### src/rtl/suffix_dfa_pkg.sv
// Shared types and constants for the programmable serial suffix detector.
// Config struct is sized for the largest supported pattern; instances use the low bits.
package suffix_dfa_pkg;

  localparam int unsigned PAT_CAP   = 64;
  localparam int unsigned LEN_CAP_W = 8;

  function automatic int unsigned len_w(input int unsigned max_len);
    return $clog2(max_len + 1);
  endfunction

  typedef struct packed {
    logic [PAT_CAP-1:0]   pattern;
    logic [LEN_CAP_W-1:0] len;
    logic                 overlap;
  } cfg_t;

  localparam logic [PAT_CAP-1:0]   RST_PATTERN = '0;
  localparam logic [LEN_CAP_W-1:0] RST_LEN     = 8'd1;
  localparam logic                 RST_OVERLAP = 1'b1;

endpackage

### src/rtl/suffix_dfa_if.sv
// Serial data, configuration and match-status bundle of suffix_dfa.
interface suffix_dfa_if
  import suffix_dfa_pkg::*;
#(
  parameter int unsigned MAX_LEN = 8,
  parameter int unsigned CNT_W   = 16
);

  localparam int unsigned LEN_W = len_w(MAX_LEN);

  logic               in;
  logic               in_valid;
  logic               cfg_we;
  logic [MAX_LEN-1:0] cfg_pattern;
  logic [LEN_W-1:0]   cfg_len;
  logic               cfg_overlap;
  logic               accept;
  logic               match_pulse;
  logic [CNT_W-1:0]   match_count;

  modport master (
    output in, in_valid, cfg_we, cfg_pattern, cfg_len, cfg_overlap,
    input  accept, match_pulse, match_count
  );

  modport slave (
    input  in, in_valid, cfg_we, cfg_pattern, cfg_len, cfg_overlap,
    output accept, match_pulse, match_count
  );

endinterface

### src/rtl/sat_counter.sv
// Synchronous-clear up-counter that sticks at all-ones instead of wrapping.
module sat_counter #(
  parameter int unsigned W = 16
) (
  input  logic         clk,
  input  logic         rst,
  input  logic         clr,
  input  logic         inc,
  output logic [W-1:0] count
);

  logic [W-1:0] count_q;

  always_ff @(posedge clk) begin
    if (rst || clr) begin
      count_q <= '0;
    end else if (inc && (count_q != '1)) begin
      count_q <= count_q + 1'b1;
    end
  end

  assign count = count_q;

endmodule

### src/rtl/suffix_dfa.sv
// Runtime-programmable suffix acceptor: flags when the newest len accepted bits
// equal the stored pattern, with overlap control and a saturating match count.
module suffix_dfa
  import suffix_dfa_pkg::*;
#(
  parameter int unsigned MAX_LEN = 8,
  parameter int unsigned CNT_W   = 16
) (
  input  logic        clk,
  input  logic        rst,
  suffix_dfa_if.slave bus
);

  localparam int unsigned LEN_W = len_w(MAX_LEN);

  cfg_t               cfg_q;
  cfg_t               cfg_d;
  logic [MAX_LEN-1:0] hist_q;
  logic [MAX_LEN-1:0] hist_d;
  logic [LEN_W-1:0]   fill_q;
  logic [LEN_W-1:0]   fill_d;
  logic [MAX_LEN-1:0] mask;
  logic               hit;
  logic               consume;
  logic               accept_q;
  logic               pulse_q;
  logic [CNT_W-1:0]   count;

  // Length is clamped to 1..MAX_LEN at load time so the comparator never sees 0.
  always_comb begin
    cfg_d = '0;
    cfg_d.pattern[MAX_LEN-1:0] = bus.cfg_pattern;
    cfg_d.overlap = bus.cfg_overlap;
    if (bus.cfg_len == '0) begin
      cfg_d.len = 8'd1;
    end else if (32'(bus.cfg_len) > MAX_LEN) begin
      cfg_d.len = LEN_CAP_W'(MAX_LEN);
    end else begin
      cfg_d.len = LEN_CAP_W'(bus.cfg_len);
    end
  end

  always_comb begin
    hist_d = {hist_q[MAX_LEN-2:0], bus.in};
    fill_d = (fill_q == LEN_W'(MAX_LEN)) ? fill_q : fill_q + LEN_W'(1);
    mask   = '0;
    for (int unsigned i = 0; i < MAX_LEN; i++) begin
      mask[i] = (i < 32'(cfg_q.len));
    end
    hit = (32'(fill_d) >= 32'(cfg_q.len)) &&
          (((hist_d ^ cfg_q.pattern[MAX_LEN-1:0]) & mask) == '0);
  end

  assign consume = bus.in_valid & ~bus.cfg_we;

  always_ff @(posedge clk) begin
    if (rst) begin
      cfg_q    <= '{pattern: RST_PATTERN, len: RST_LEN, overlap: RST_OVERLAP};
      hist_q   <= '0;
      fill_q   <= '0;
      accept_q <= 1'b0;
      pulse_q  <= 1'b0;
    end else if (bus.cfg_we) begin
      cfg_q    <= cfg_d;
      hist_q   <= '0;
      fill_q   <= '0;
      accept_q <= 1'b0;
      pulse_q  <= 1'b0;
    end else if (bus.in_valid) begin
      hist_q   <= hist_d;
      // Non-overlap mode forgets the matched bits so the next hit needs len fresh ones.
      fill_q   <= (hit && !cfg_q.overlap) ? '0 : fill_d;
      accept_q <= hit;
      pulse_q  <= hit;
    end else begin
      pulse_q  <= 1'b0;
    end
  end

  sat_counter #(
    .W(CNT_W)
  ) u_cnt (
    .clk  (clk),
    .rst  (rst),
    .clr  (bus.cfg_we),
    .inc  (consume & hit),
    .count(count)
  );

  assign bus.accept      = accept_q;
  assign bus.match_pulse = pulse_q;
  assign bus.match_count = count;

  logic unused_hist_msb;
  assign unused_hist_msb = hist_q[MAX_LEN-1];

  if (MAX_LEN < PAT_CAP) begin : g_pat_pad
    logic unused_pat_hi;
    assign unused_pat_hi = ^cfg_q.pattern[PAT_CAP-1:MAX_LEN];
  end

endmodule

### src/flat_wrapper.sv
// flat-port wrapper written by rule: the top's interface ports become plain ports
module suffix_dfa_flat import suffix_dfa_pkg::*;
#(
  parameter int unsigned MAX_LEN = 8,
  parameter int unsigned CNT_W   = 16
)
  (clk, rst, bus_in, bus_in_valid, bus_cfg_we, bus_cfg_pattern, bus_cfg_len, bus_cfg_overlap, bus_accept, bus_match_pulse, bus_match_count);
  suffix_dfa_if #(.MAX_LEN(MAX_LEN), .CNT_W(CNT_W)) bus_i ();
  input  logic clk;
  input  logic rst;
  input wire logic [$bits(bus_i.in)-1:0] bus_in;
  input wire logic [$bits(bus_i.in_valid)-1:0] bus_in_valid;
  input wire logic [$bits(bus_i.cfg_we)-1:0] bus_cfg_we;
  input wire logic [$bits(bus_i.cfg_pattern)-1:0] bus_cfg_pattern;
  input wire logic [$bits(bus_i.cfg_len)-1:0] bus_cfg_len;
  input wire logic [$bits(bus_i.cfg_overlap)-1:0] bus_cfg_overlap;
  output wire logic [$bits(bus_i.accept)-1:0] bus_accept;
  output wire logic [$bits(bus_i.match_pulse)-1:0] bus_match_pulse;
  output wire logic [$bits(bus_i.match_count)-1:0] bus_match_count;
  assign bus_i.in = bus_in;
  assign bus_i.in_valid = bus_in_valid;
  assign bus_i.cfg_we = bus_cfg_we;
  assign bus_i.cfg_pattern = bus_cfg_pattern;
  assign bus_i.cfg_len = bus_cfg_len;
  assign bus_i.cfg_overlap = bus_cfg_overlap;
  assign bus_accept = bus_i.accept;
  assign bus_match_pulse = bus_i.match_pulse;
  assign bus_match_count = bus_i.match_count;
  suffix_dfa #(.MAX_LEN(MAX_LEN), .CNT_W(CNT_W)) u_core (.clk(clk), .rst(rst), .bus(bus_i));
endmodule
### config.mk
export PLATFORM = sky130hd
export DESIGN_NAME = suffix_dfa_flat
export DESIGN_NICKNAME = d
export VERILOG_FILES = /design/src/rtl/suffix_dfa_pkg.sv /design/src/rtl/suffix_dfa_if.sv /design/src/rtl/sat_counter.sv /design/src/rtl/suffix_dfa.sv /design/src/flat_wrapper.sv
export SDC_FILE = /design/constraint.sdc
export NUM_CORES = 1
export LEC_CHECK = 0
export CAP_MARGIN = 20
export CORE_MARGIN = 5
export CORE_UTILIZATION = 52
export DETAILED_ROUTE_END_ITERATION = 8
export PLACE_DENSITY = 0.79
export SETUP_SLACK_MARGIN = 0.2
export SLEW_MARGIN = 20
export SYNTH_ARGS = -nofsm -noshare
export SYNTH_HDL_FRONTEND = slang
export SYNTH_SLANG_ARGS = --single-unit
### constraint.sdc
create_clock -name clk -period 3.5 [get_ports clk]
set_input_delay 0.35 -clock clk [delete_from_list [all_inputs] [get_ports clk]]
set_output_delay 0.35 -clock clk [all_outputs]
set_load 0.05 [all_outputs]
== Word level (Yosys, flattened, before mapping) ==
Index checks and enable logic that the tools add are counted.

* Add/sub/neg operators: 2
* Multiply operators: 0
* Div/mod/pow operators: 0
* Magnitude comparators: 10
* Equality and inequality tests: 2
* Shift operators: 0
* Mux-type cells: 4
* Bitwise logic cells: 6
* Reductions and logical operators: 9

{| class="wikitable"
|+ Operators by type and width
! operator !! count
|-
| 3-bit by 8-bit less-than comparator with 1-bit output (first input constant) || 4
|-
| 16-bit by 1-bit adder with 16-bit output (second input constant) || 1
|-
| 1-bit by 8-bit less-than comparator with 1-bit output (first input constant) || 2
|-
| 2-bit by 8-bit less-than comparator with 1-bit output (first input constant) || 2
|-
| 16-bit inequality test (second input constant) || 1
|-
| 4-bit 2-to-1 mux || 3
|-
| 8-bit AND || 1
|-
| 4-bit by 8-bit >= comparator with 1-bit output || 1
|-
| 8-bit zero test || 1
|-
| 8-bit 2-to-1 mux || 1
|-
| 8-bit XOR || 1
|-
| 4-bit by 1-bit adder with 4-bit output (second input constant) || 1
|-
| 4-bit == test (second input constant) || 1
|-
| 4-bit greater-than comparator (second input constant) || 1
|-
| 4-bit zero test || 1
|-
| 1-bit logical AND || 3
|-
| 3-bit OR reduction || 1
|-
| 1-bit AND || 2
|-
| 1-bit inverter || 2
|-
| 2-bit OR reduction || 1
|-
| 1-bit zero test || 1
|-
| 1-bit logical OR || 1
|}

* Flip-flop bits (word level): 46
* Latch bits: 0
* Memory bits (writable): 0
* Bits in read-only memories: 0
* Input bits: 18
* Output and inout port bits: 18
* Word-level logic and storage cells: 41
* Memories: 0

== Logic depth before layout (Yosys ltp) ==
Gate-level depths: netlist (run 1).

* Depth after elaboration: 6
* Depth in mapped cells: 14
* Depth with buffers taken out: 12

== By module ==
A second synthesis (run 1) with hierarchy kept.

* Cells, all modules: 241
* Area total of the unflattened synthesis: 2174.6 µm²

{| class="wikitable"
|+ Modules (own cells, without submodules)
! module !! instances !! cells each !! area an instance (µm²) !! seq. area each (µm²)
|-
| suffix_dfa || 1 || 146 || 1327.5 || 520.5
|-
| sat_counter || 1 || 95 || 847.1 || 320.3
|}

== Least setup slack after synthesis (run 1) ==
No wires, ideal clock.

* Path kind: reg-to-reg
* From: register u_core.fill_q[0]
* To: register u_core.u_cnt.count_q[7] (netlist: u_core.u_cnt.count[7])
* Library setup time: 0.071 ns
* Arrival time: 2.661 ns
* Data required time: 3.429 ns
* Path slack: 0.769 ns
* Cell stages (with the launch flop): 14
* Buffers on the path: 1
* Period minus slack after synthesis: 2.731 ns
* Cell sequence: dfxtp_1 > inv_1 > ha_1 > nand2_1 > nor2_1 > xnor2_1 > ha_1 > nand2b_1 > a2111oi_0 > a2111oi_2 > nand4_2 > buf_2 > or4b_1 > a21oi_1

* Word-level cells in the longest chain between the ends: 6
* Elaborated cells on any way between the ends: 7
* Those cells by class: add/sub: 1; order compare: 1; eq/ne: 1; mux: 1; bitwise: 1; reduce/logical: 2

{| class="wikitable"
|+ Ends and longest elaborated chain
! item !! RTL line !! RTL
|-
| start, declared || suffix_dfa.sv:20 || <nowiki>logic [LEN_W-1:0] fill_q;</nowiki>
|-
| start signal, assigned || suffix_dfa.sv:72 || <nowiki>fill_q <= (hit && !cfg_q.overlap) ? '0 : fill_d;</nowiki>
|-
| 4-bit by 1-bit adder with 4-bit output / 4-bit == test (equally long branches) || suffix_dfa.sv:45 || <nowiki>fill_d = (fill_q == LEN_W'(MAX_LEN)) ? fill_q : fill_q + LEN_W'(1);</nowiki>
|-
| 4-bit 2-to-1 mux * || suffix_dfa.sv:45 ||
|-
| 4-bit by 8-bit >= comparator with 1-bit output * || suffix_dfa.sv:50 || <nowiki>hit = (32'(fill_d) >= 32'(cfg_q.len)) &&</nowiki>
|-
| 1-bit logical AND * || suffix_dfa.sv:50 ||
|-
| 1-bit AND * || suffix_dfa.sv:86 || <nowiki>.inc (consume & hit),</nowiki>
|-
| 1-bit logical AND * || sat_counter.sv:17 || <nowiki>end else if (inc && (count_q != '1)) begin</nowiki>
|-
| end signal, assigned || sat_counter.sv:18 || <nowiki>count_q <= count_q + 1'b1;</nowiki>
|-
| end, declared || sat_counter.sv:12 || <nowiki>logic [W-1:0] count_q;</nowiki>
|}

Every way passes the cells marked *; elsewhere a longest branch is shown, timed or not.
A chain may end at the register's enable or synchronous reset.

== Final worst setup path (run 1) ==
* From: register u_core.fill_q[0]
* To: register u_core.u_cnt.count_q[13] (netlist: u_core.u_cnt.count[13])

The elaborated chain is that of the path after synthesis.

==> results of run 1 <==
## cells in the final DEF, fill, tap and decap left out, drive strengths merged, types with 2 or more instances in the layout
cell type and n:
nand4 6, ha 7, a32o 2, clkdlybuf4s50 35
or4b 2, or2 3, a2111oi 2, a21oi 19
o21ai 12, inv 9, nor2 28, nand3 9
and2 2, nand3b 2, or4 4, dfxtp 42
nand2b 2, or3 9, o22ai 3, nor3 3
buf 4, o31ai 7, o41ai 3, mux2i 16
nand2 13, xnor2 9, clkbuf 7
## metrics by stage
| stage | total power (uW) | utilization (%) | setup WS, ns | std cells | cell area [um^2] |
|---|---|---|---|---|---|
| after floorplan | 573 | - | 0.769 | 237 | 2060 |
| after global placement | 610 | 65.7 | 0.462 | 313 | 2460 |
| after detailed placement | 612 | 65.7 | 0.336 | 313 | 2460 |
| after CTS | 975 | 68.5 | 0.308 | 321 | 2560 |
| after global routing | 1010 | 68.8 | 0.216 | 321 | 2570 |
| final | 967 | 68.8 | 0.430 | 321 | 2570 |
## cell families (layout without fill, tap and decap cells)
kind of cell,Yosys count,count (layout),share of synthesized area (%)
AOI/OAI and AO/OA,55,55,17.4
xor gates and xnor gates,10,10,4.25
DFF,42,42,40.8
buffers and inverters,20,56,3.70
adders and majority gates,7,7,4.25
muxes,16,16,7.77
and+or+nand+nor,87,87,21.9
## worst register-to-register path, stage by stage (launching register included)
cell	delay [ns]
sky130_fd_sc_hd__dfxtp_1	0.37
sky130_fd_sc_hd__inv_1	0.08
sky130_fd_sc_hd__ha_1	0.20
sky130_fd_sc_hd__nand2_1	0.08
sky130_fd_sc_hd__nand3_1	0.07
sky130_fd_sc_hd__o21ai_0	0.15
sky130_fd_sc_hd__ha_1	0.24
sky130_fd_sc_hd__o21a_1	0.12
sky130_fd_sc_hd__o22ai_1	0.08
sky130_fd_sc_hd__a2111oi_2	0.54
sky130_fd_sc_hd__nand4_4	0.31
sky130_fd_sc_hd__buf_4	0.28
sky130_fd_sc_hd__or3_1	0.34
sky130_fd_sc_hd__a21oi_1	0.14
## metal layers
metal	up-vias	routed length, um	GRT usage [%]
met3	4	154	4.55
met1	855	2020	23.4
met2	33	2100	27.8
met4	0	49	5.53
met5	-	0	0
li1	936	-	-
## where the power goes
part           switching [uW]  leakage, uW  internal (uW)  total, uW
combinational            52.3     0.000489           51.1        103
sequential               11.0     0.000341            489        500
clock                     151    0.0000524            213        364
total                     214     0.000883            753        967
## sequential cells by signal, indices dropped and copies added, names as in the netlist
| name | cells |
|---|---|
| u_core.bus.accept | 1 |
| u_core.bus.match_pulse | 1 |
| u_core.cfg_q | 13 |
| u_core.fill_q | 4 |
| u_core.hist_q | 7 |
| u_core.u_cnt.count | 16 |
## cell type report
cell class / count / area, um^2 / share of cell area (%)
repair buffers: 39 / 380 / 14.8
well taps: 48 / 60.1 / 2.33
inverters: 9 / 33.8 / 1.31
clock inverters: 1 / 30.0 / 1.17
flip-flops and latches: 42 / 841 / 32.7
multi-input cells: 175 / 1150 / 44.8
clock buffers: 7 / 76.3 / 2.97
## worst paths after layout
path	end	slack, ns	start	cells after the start
min	u_core.bus.accept	0.47	u_core.bus.accept	1
min reg2reg	u_core.bus.accept	0.47	u_core.bus.accept	1
max	u_core.u_cnt.count[13]	0.43	u_core.fill_q[0]	13
max reg2reg	u_core.u_cnt.count[13]	0.43	u_core.fill_q[0]	13
## timing repair
item                       4_1_cts  5_1_grt
hold buffers                     0        0
resized for setup                0        1
setup endpoints to repair        0       15
==> insert_results.sql, run 1 <==
INSERT INTO impl_metrics (metric_group, metric, value, unit) VALUES
('global_route', 'grt_max_degree', '25', ''),
('setup_path', 'timing.critical_path.cells', 'inv_1 > ha_1 > nand2_1 > nand3_1 > o21ai_0 > ha_1 > o21a_1 > o22ai_1 > a2111oi_2 > nand4_4 > buf_4 > or3_1 > a21oi_1', ''),
('sta', 'fin_crit', '3.07', 'ns'),
('logic_synthesis', 'synth-seq-cells', '42', ''),
('die', 'floorplan.die.height', '73.0', 'um'),
('clocking', 'clock_tree.root_cell', 'sky130_fd_sc_hd__clkbuf_8', ''),
('sta', 'relSlewSlack', '61.6', '%'),
('clocking', 'cts_tree', 'done', ''),
('global_route', 'grt_pass1_wl', '7460', 'um'),
('clocking', 'cts_buffers', '5', ''),
('setup_path', 'crit_path_max_incr_delay', '0.54', 'ns'),
('drt', 'first_iter_violations', '172', ''),
('drt', 'post-route-drc-count', '0', ''),
('layout', 'fin_nets', '297', ''),
('logic_synthesis', 'synthDistinctLibCells', '41', ''),
('sta', 'drv_slew', '0', ''),
('logic_synthesis', 'synthDominantAreaCellType', 'sky130_fd_sc_hd__dfxtp_1', ''),
('setup_path', 'timing.critical_path.buf_inv', '2', ''),
('logic_synthesis', 'leading_register_cell_type_out_of_synthesis', 'sky130_fd_sc_hd__dfxtp_1', ''),
('logic_synthesis', 'instance_count_of_the_mapped_netlist', '237', ''),
('sta', 'timing.clock.skew', '0.00671', 'ns'),
('global_route', 'antenna_found_initial', '0', ''),
('clocking', 'worst_setup_hold_path_clk_slew', '0.07', 'ns'),
('drt', 'drtAntennaViolNets', '0', ''),
('die', 'design.die.area', '5320', 'um^2'),
('sta', 'final.period_utilization', '87.7', '%'),
('place', 'portBuffers', '35', ''),
('logic_synthesis', 'synth_seq_area_share', '40.8', '%'),
('die', 'core', '3740', 'um^2'),
('setup_path', 'path_class', 'register to register', ''),
('logic_synthesis', 'netlist_top_cells_count', 'sky130_fd_sc_hd__dfxtp_1 (42), sky130_fd_sc_hd__nor2_1 (28), sky130_fd_sc_hd__a21oi_1 (19), sky130_fd_sc_hd__mux2i_1 (16), sky130_fd_sc_hd__nand2_1 (13)', ''),
('sta', 'setup-violations-final', '0', ''),
('place', 'place_congestion', '0.769', ''),
('logic_synthesis', 'synth_fp_nets', '262', ''),
('drt', 'post_drt_wl_per_cell', '13.5', 'um'),
('sta', 'measured_slew_at_the_worst_slew_check_pin', '0.561', 'ns'),
('global_route', 'groute.usage.overall', '17.6', '%'),
('drt', 'vias_per_cell', '5.69', ''),
('clocking', 'post-cts-setup-buffer-count', '0', ''),
('logic_synthesis', 'post-synth-top-count-cell', 'sky130_fd_sc_hd__dfxtp_1', ''),
('sta', 'hold_viol_final', '0', ''),
('sta', 'holdWs', '0.470', 'ns'),
('job', 'timing.max_cap.violations', '0', ''),
('setup_path', 'worst-endpoint-required', '3.72', 'ns'),
('power_and_ir_drop', 'peakVddDrop', '0.287', 'mV'),
('layout', 'antenna_cells_inserted', '0', ''),
('outcome', 'outcome', 'finished, final reports clean', ''),
('logic_synthesis', 'netlist_area', '2060', 'um^2'),
('global_route', 'overflow', '0', ''),
('setup_path', 'cp_common_cell', 'sky130_fd_sc_hd__ha_1', ''),
('sta', 'fmax', '326', 'MHz'),
('layout', 'fillCellCount', '322', ''),
('global_route', 'number_of_global_route_vias_before_repair', '1638', ''),
('sta', 'fin_setup_tns', '0', 'ns'),
('logic_synthesis', 'postSynth.asyncResetShare', '0', '%'),
('worst_hold_path', 'min_path_type', 'register to register', ''),
('die', 'num_rows', '22', ''),
('power_and_ir_drop', 'p_leak', '0.000883', 'uW'),
('logic_synthesis', 'top_post_synthesis_cells_by_area', 'sky130_fd_sc_hd__dfxtp_1 (41%), sky130_fd_sc_hd__mux2i_1 (7.8%), sky130_fd_sc_hd__nor2_1 (5.1%), sky130_fd_sc_hd__a21oi_1 (4.6%), sky130_fd_sc_hd__ha_1 (4.3%)', ''),
('drt', 'drt_first_pass_iters', '4', ''),
('logic_synthesis', 'synth_edf_count', '0', ''),
('layout', 'layout-drive-gt1-share', '5.86', '%'),
('setup_path', 'critical_path_source_type', 'register', ''),
('setup_path', 'cpLargestDelayFamily', 'compound AO/OA/AOI/OAI gates', ''),
('clocking', 'clk_latency', '0.28', 'ns'),
('place', 'detailed_place_hpwl', '3220', 'um'),
('sta', 'rsz0062_at_grt', 'no', ''),
('logic_synthesis', 'ys_warn_count', '0', ''),
('layout', 'area_growth_syn_to_layout', '24.9', '%'),
('drt', 'route.final.wire_length', '4330', 'um'),
('setup_path', 'crit_path_top_delay_cell', 'sky130_fd_sc_hd__a2111oi_2', '');
(Power assumes the default switching activity.)
==> inputs of run 2 (changes only) <==
Settings changed: CORE_UTILIZATION 52 to 56, PLACE_DENSITY 0.79 to 0.84.
Clock period 3.5 ns to 3.7 ns, I/O delays scaled along.
==> insert_results.sql, run 2 (synthesis results as in run 1) <==
INSERT INTO impl_metrics (metric_group, metric, value, unit) VALUES
('die', 'design.die.area', '4990', 'um^2'),
('worst_hold_path', 'min_path_type', 'register to register', ''),
('setup_path', 'critical_path_source_type', 'register', ''),
('worst_hold_path', 'hp-start', 'u_core.bus.accept', ''),
('layout', 'largest_register_ff_count', '16', ''),
('die', 'starting_density', '57.1', '%'),
('layout', 'finalInstanceArea', '2540', 'um^2'),
('sta', 'rsz0062_at_grt', 'no', ''),
('die', 'io_pins', '36', ''),
('drt', 'via_count', '1842', ''),
('setup_path', 'crit_path_max_incr_delay', '0.61', 'ns'),
('power_and_ir_drop', 'peakVddDrop', '0.325', 'mV'),
('clocking', 'max-clock-path-buffers', '2', ''),
('layout', 'final_cell_mix', 'sky130_fd_sc_hd__dfxtp_1 (42), sky130_fd_sc_hd__clkdlybuf4s50_1 (35), sky130_fd_sc_hd__nor2_1 (28), sky130_fd_sc_hd__a21oi_1 (19), sky130_fd_sc_hd__mux2i_1 (16)', ''),
('sta', 'fin_crit', '3.12', 'ns'),
('sta', 'setup-violations-final', '0', ''),
('layout', 'most_common_cell_after_layout_fill_and_taps_aside', 'sky130_fd_sc_hd__dfxtp_1', ''),
('setup_path', 'timing.critical_path.to_type', 'register', ''),
('layout', 'layout-drive-gt1-share', '5.54', '%'),
('sta', 'hold_viol_final', '0', ''),
('sta', 'fin_setup_tns', '0', 'ns'),
('clocking', 'cts_tree', 'done', ''),
('layout', 'fin_nets', '295', ''),
('setup_path', 'path_class', 'register to register', ''),
('setup_path', 'worst-endpoint-required', '3.92', 'ns'),
('drt', 'drt_first_pass_iters', '4', ''),
('drt', 'route.final.wire_length', '4500', 'um'),
('outcome', 'outcome', 'finished, final reports clean', ''),
('global_route', 'gr-usage-met1', '23.4', '%'),
('setup_path', 'worstSetupStartpoint', 'u_core.fill_q[0]', ''),
('job', 'timing.max_cap.violations', '0', ''),
('setup_path', 'timing.critical_path.fanout_max', '30', ''),
('die', 'core', '3610', 'um^2'),
('global_route', 'grt_util_met2', '30.6', '%'),
('clocking', 'clock_tree.root_cell', 'sky130_fd_sc_hd__clkbuf_8', ''),
('die', 'die_x', '70.7', 'um'),
('sta', 'drv_slew', '0', ''),
('layout', 'register_area', '841', 'um^2'),
('global_route', 'grt_pass1_wl', '7540', 'um'),
('clocking', 'cts.htree.levels', '2', ''),
('setup_path', 'crit_path_top_delay_cell', 'sky130_fd_sc_hd__or4b_1', ''),
('power_and_ir_drop', 'p_leak', '0.000869', 'uW'),
('layout', 'fin_cells', '319', ''),
('drt', 'vias_per_cell', '5.77', ''),
('layout', 'antenna_cells_inserted', '0', ''),
('layout', 'share_of_the_core_filled_with_cells_in_the_final_layout', '70.5', '%'),
('place', 'portBuffers', '35', ''),
('layout', 'fillCellCount', '281', ''),
('drt', 'post-route-drc-count', '0', ''),
('drt', 'first_iter_violations', '142', ''),
('place', 'detailed_place_hpwl', '3240', 'um'),
('global_route', 'grt_max_degree', '31', ''),
('layout', 'multi_input_area', '1150', 'um^2'),
('sta', 'relSlewSlack', '55.1', '%'),
('clocking', 'clk_latency', '0.29', 'ns'),
('global_route', 'antenna_found_initial', '0', ''),
('global_route', 'use_met3', '4.97', '%'),
('global_route', 'number_of_global_route_vias_before_repair', '1669', ''),
('setup_path', 'ff2ff_setup_slack', '0.58', 'ns'),
('clocking', 'worst_setup_hold_path_clk_slew', '0.07', 'ns'),
('place', 'area_post_placement', '2440', 'um^2'),
('setup_path', 'cp_common_cell', 'sky130_fd_sc_hd__ha_1', ''),
('power_and_ir_drop', 'power_per_cell_area', '341', 'nW/um^2'),
('sta', 'measured_slew_at_the_worst_slew_check_pin', '0.672', 'ns'),
('global_route', 'groute.usage.overall', '18.5', '%'),
('global_route', 'grt_most_used_layer', 'met2', ''),
('clocking', 'cts-hold-fix-buffers', '0', ''),
('sta', 'timing.clock.skew', '0.00500', 'ns'),
('die', 'num_rows', '22', ''),
('global_route', 'overflow', '0', ''),
('setup_path', 'timing.critical_path.arrival', '3.34', 'ns'),
('layout', 'area_growth_syn_to_layout', '23.4', '%'),
('setup_path', 'timing.critical_path.cells', 'inv_1 > ha_1 > nand2_1 > nor2_1 > xnor2_1 > ha_1 > nand2b_1 > a2111oi_0 > a2111oi_2 > nand4_4 > or4b_1 > a21oi_1', ''),
('place', 'place_congestion', '0.795', ''),
('die', 'floorplan.die.height', '70.7', 'um'),
('sta', 'fin_ws', '0.582', 'ns'),
('clocking', 'cts_num_sinks', '42', ''),
('drt', 'post_drt_wl_per_cell', '14.1', 'um'),
('place', 'post-place-ws', '0.458', 'ns'),
('sta', 'fmax', '321', 'MHz'),
('drt', 'drtAntennaViolNets', '0', ''),
('sta', 'final.period_utilization', '84.3', '%'),
('setup_path', 'r2r-start', 'u_core.fill_q[0]', ''),
('clocking', 'cts_buffers', '5', ''),
('place', 'dpl.cell_count', '311', '');
[run 2: cell types whose count changed in the layout (fill, tap and decap cells not counted), sizes merged]
| cell | change |
|---|---|
| clkinv | +1 |
| buf | -2 |
| bufinv | -1 |
[run 2: repair_timing]
item | CTS | global route
endpoints found under the hold margin | 0 | 0
resized for setup | 0 | 1
setup endpoints to repair | 0 | 10
buffers inserted | 0 | 0
[run 2: metal layers]
metal,vias up,share of wire (%)
met5,-,0
met4,0,1.4
met3,6,4.5
met2,37,48
met1,862,46
li1,937,-
[run 2: where the power goes]
part           internal (uW)  switching [uW]
Clock                    150             147
Combinational           46.6            48.9
Sequential               463            10.9
Total                    659             207
[run 2: critical path, delay by kind of cell, from the launching register on]
family / cells / cell delay (ns)
buffers and inverters: 1 / 0.08
and+or+nand+nor: 5 / 1.20
adders and majority gates: 2 / 0.47
AOI/OAI and AO/OA: 3 / 0.77
xor gates and xnor gates: 1 / 0.15
DFF: 1 / 0.37
[run 2: stage by stage]
step,hold WS (ns),power (uW)
after global routing,0.518,904
after global placement,0.433,576
final,0.481,866
after detailed placement,0.444,578
after floorplan,0.439,542
after CTS,0.460,872
[run 2: area by class of cell]
| cell class | instances | area share [%] |
|---|---|---|
| multi-input cells | 175 | 45.3 |
| clock buffers | 7 | 3.39 |
| well taps | 48 | 2.36 |
| clock inverters | 1 | 0.197 |
| flip-flops and latches | 42 | 33.1 |
| inverters | 9 | 1.33 |
| repair buffers | 37 | 14.4 |
[run 2: final timing paths]
path / cells after the start / to
worst max-delay path: 12 / u_core.u_cnt.count[5]
worst min-delay path: 1 / u_core.bus.accept
worst max register to register: 12 / u_core.u_cnt.count[5]
worst min register to register: 1 / u_core.bus.accept
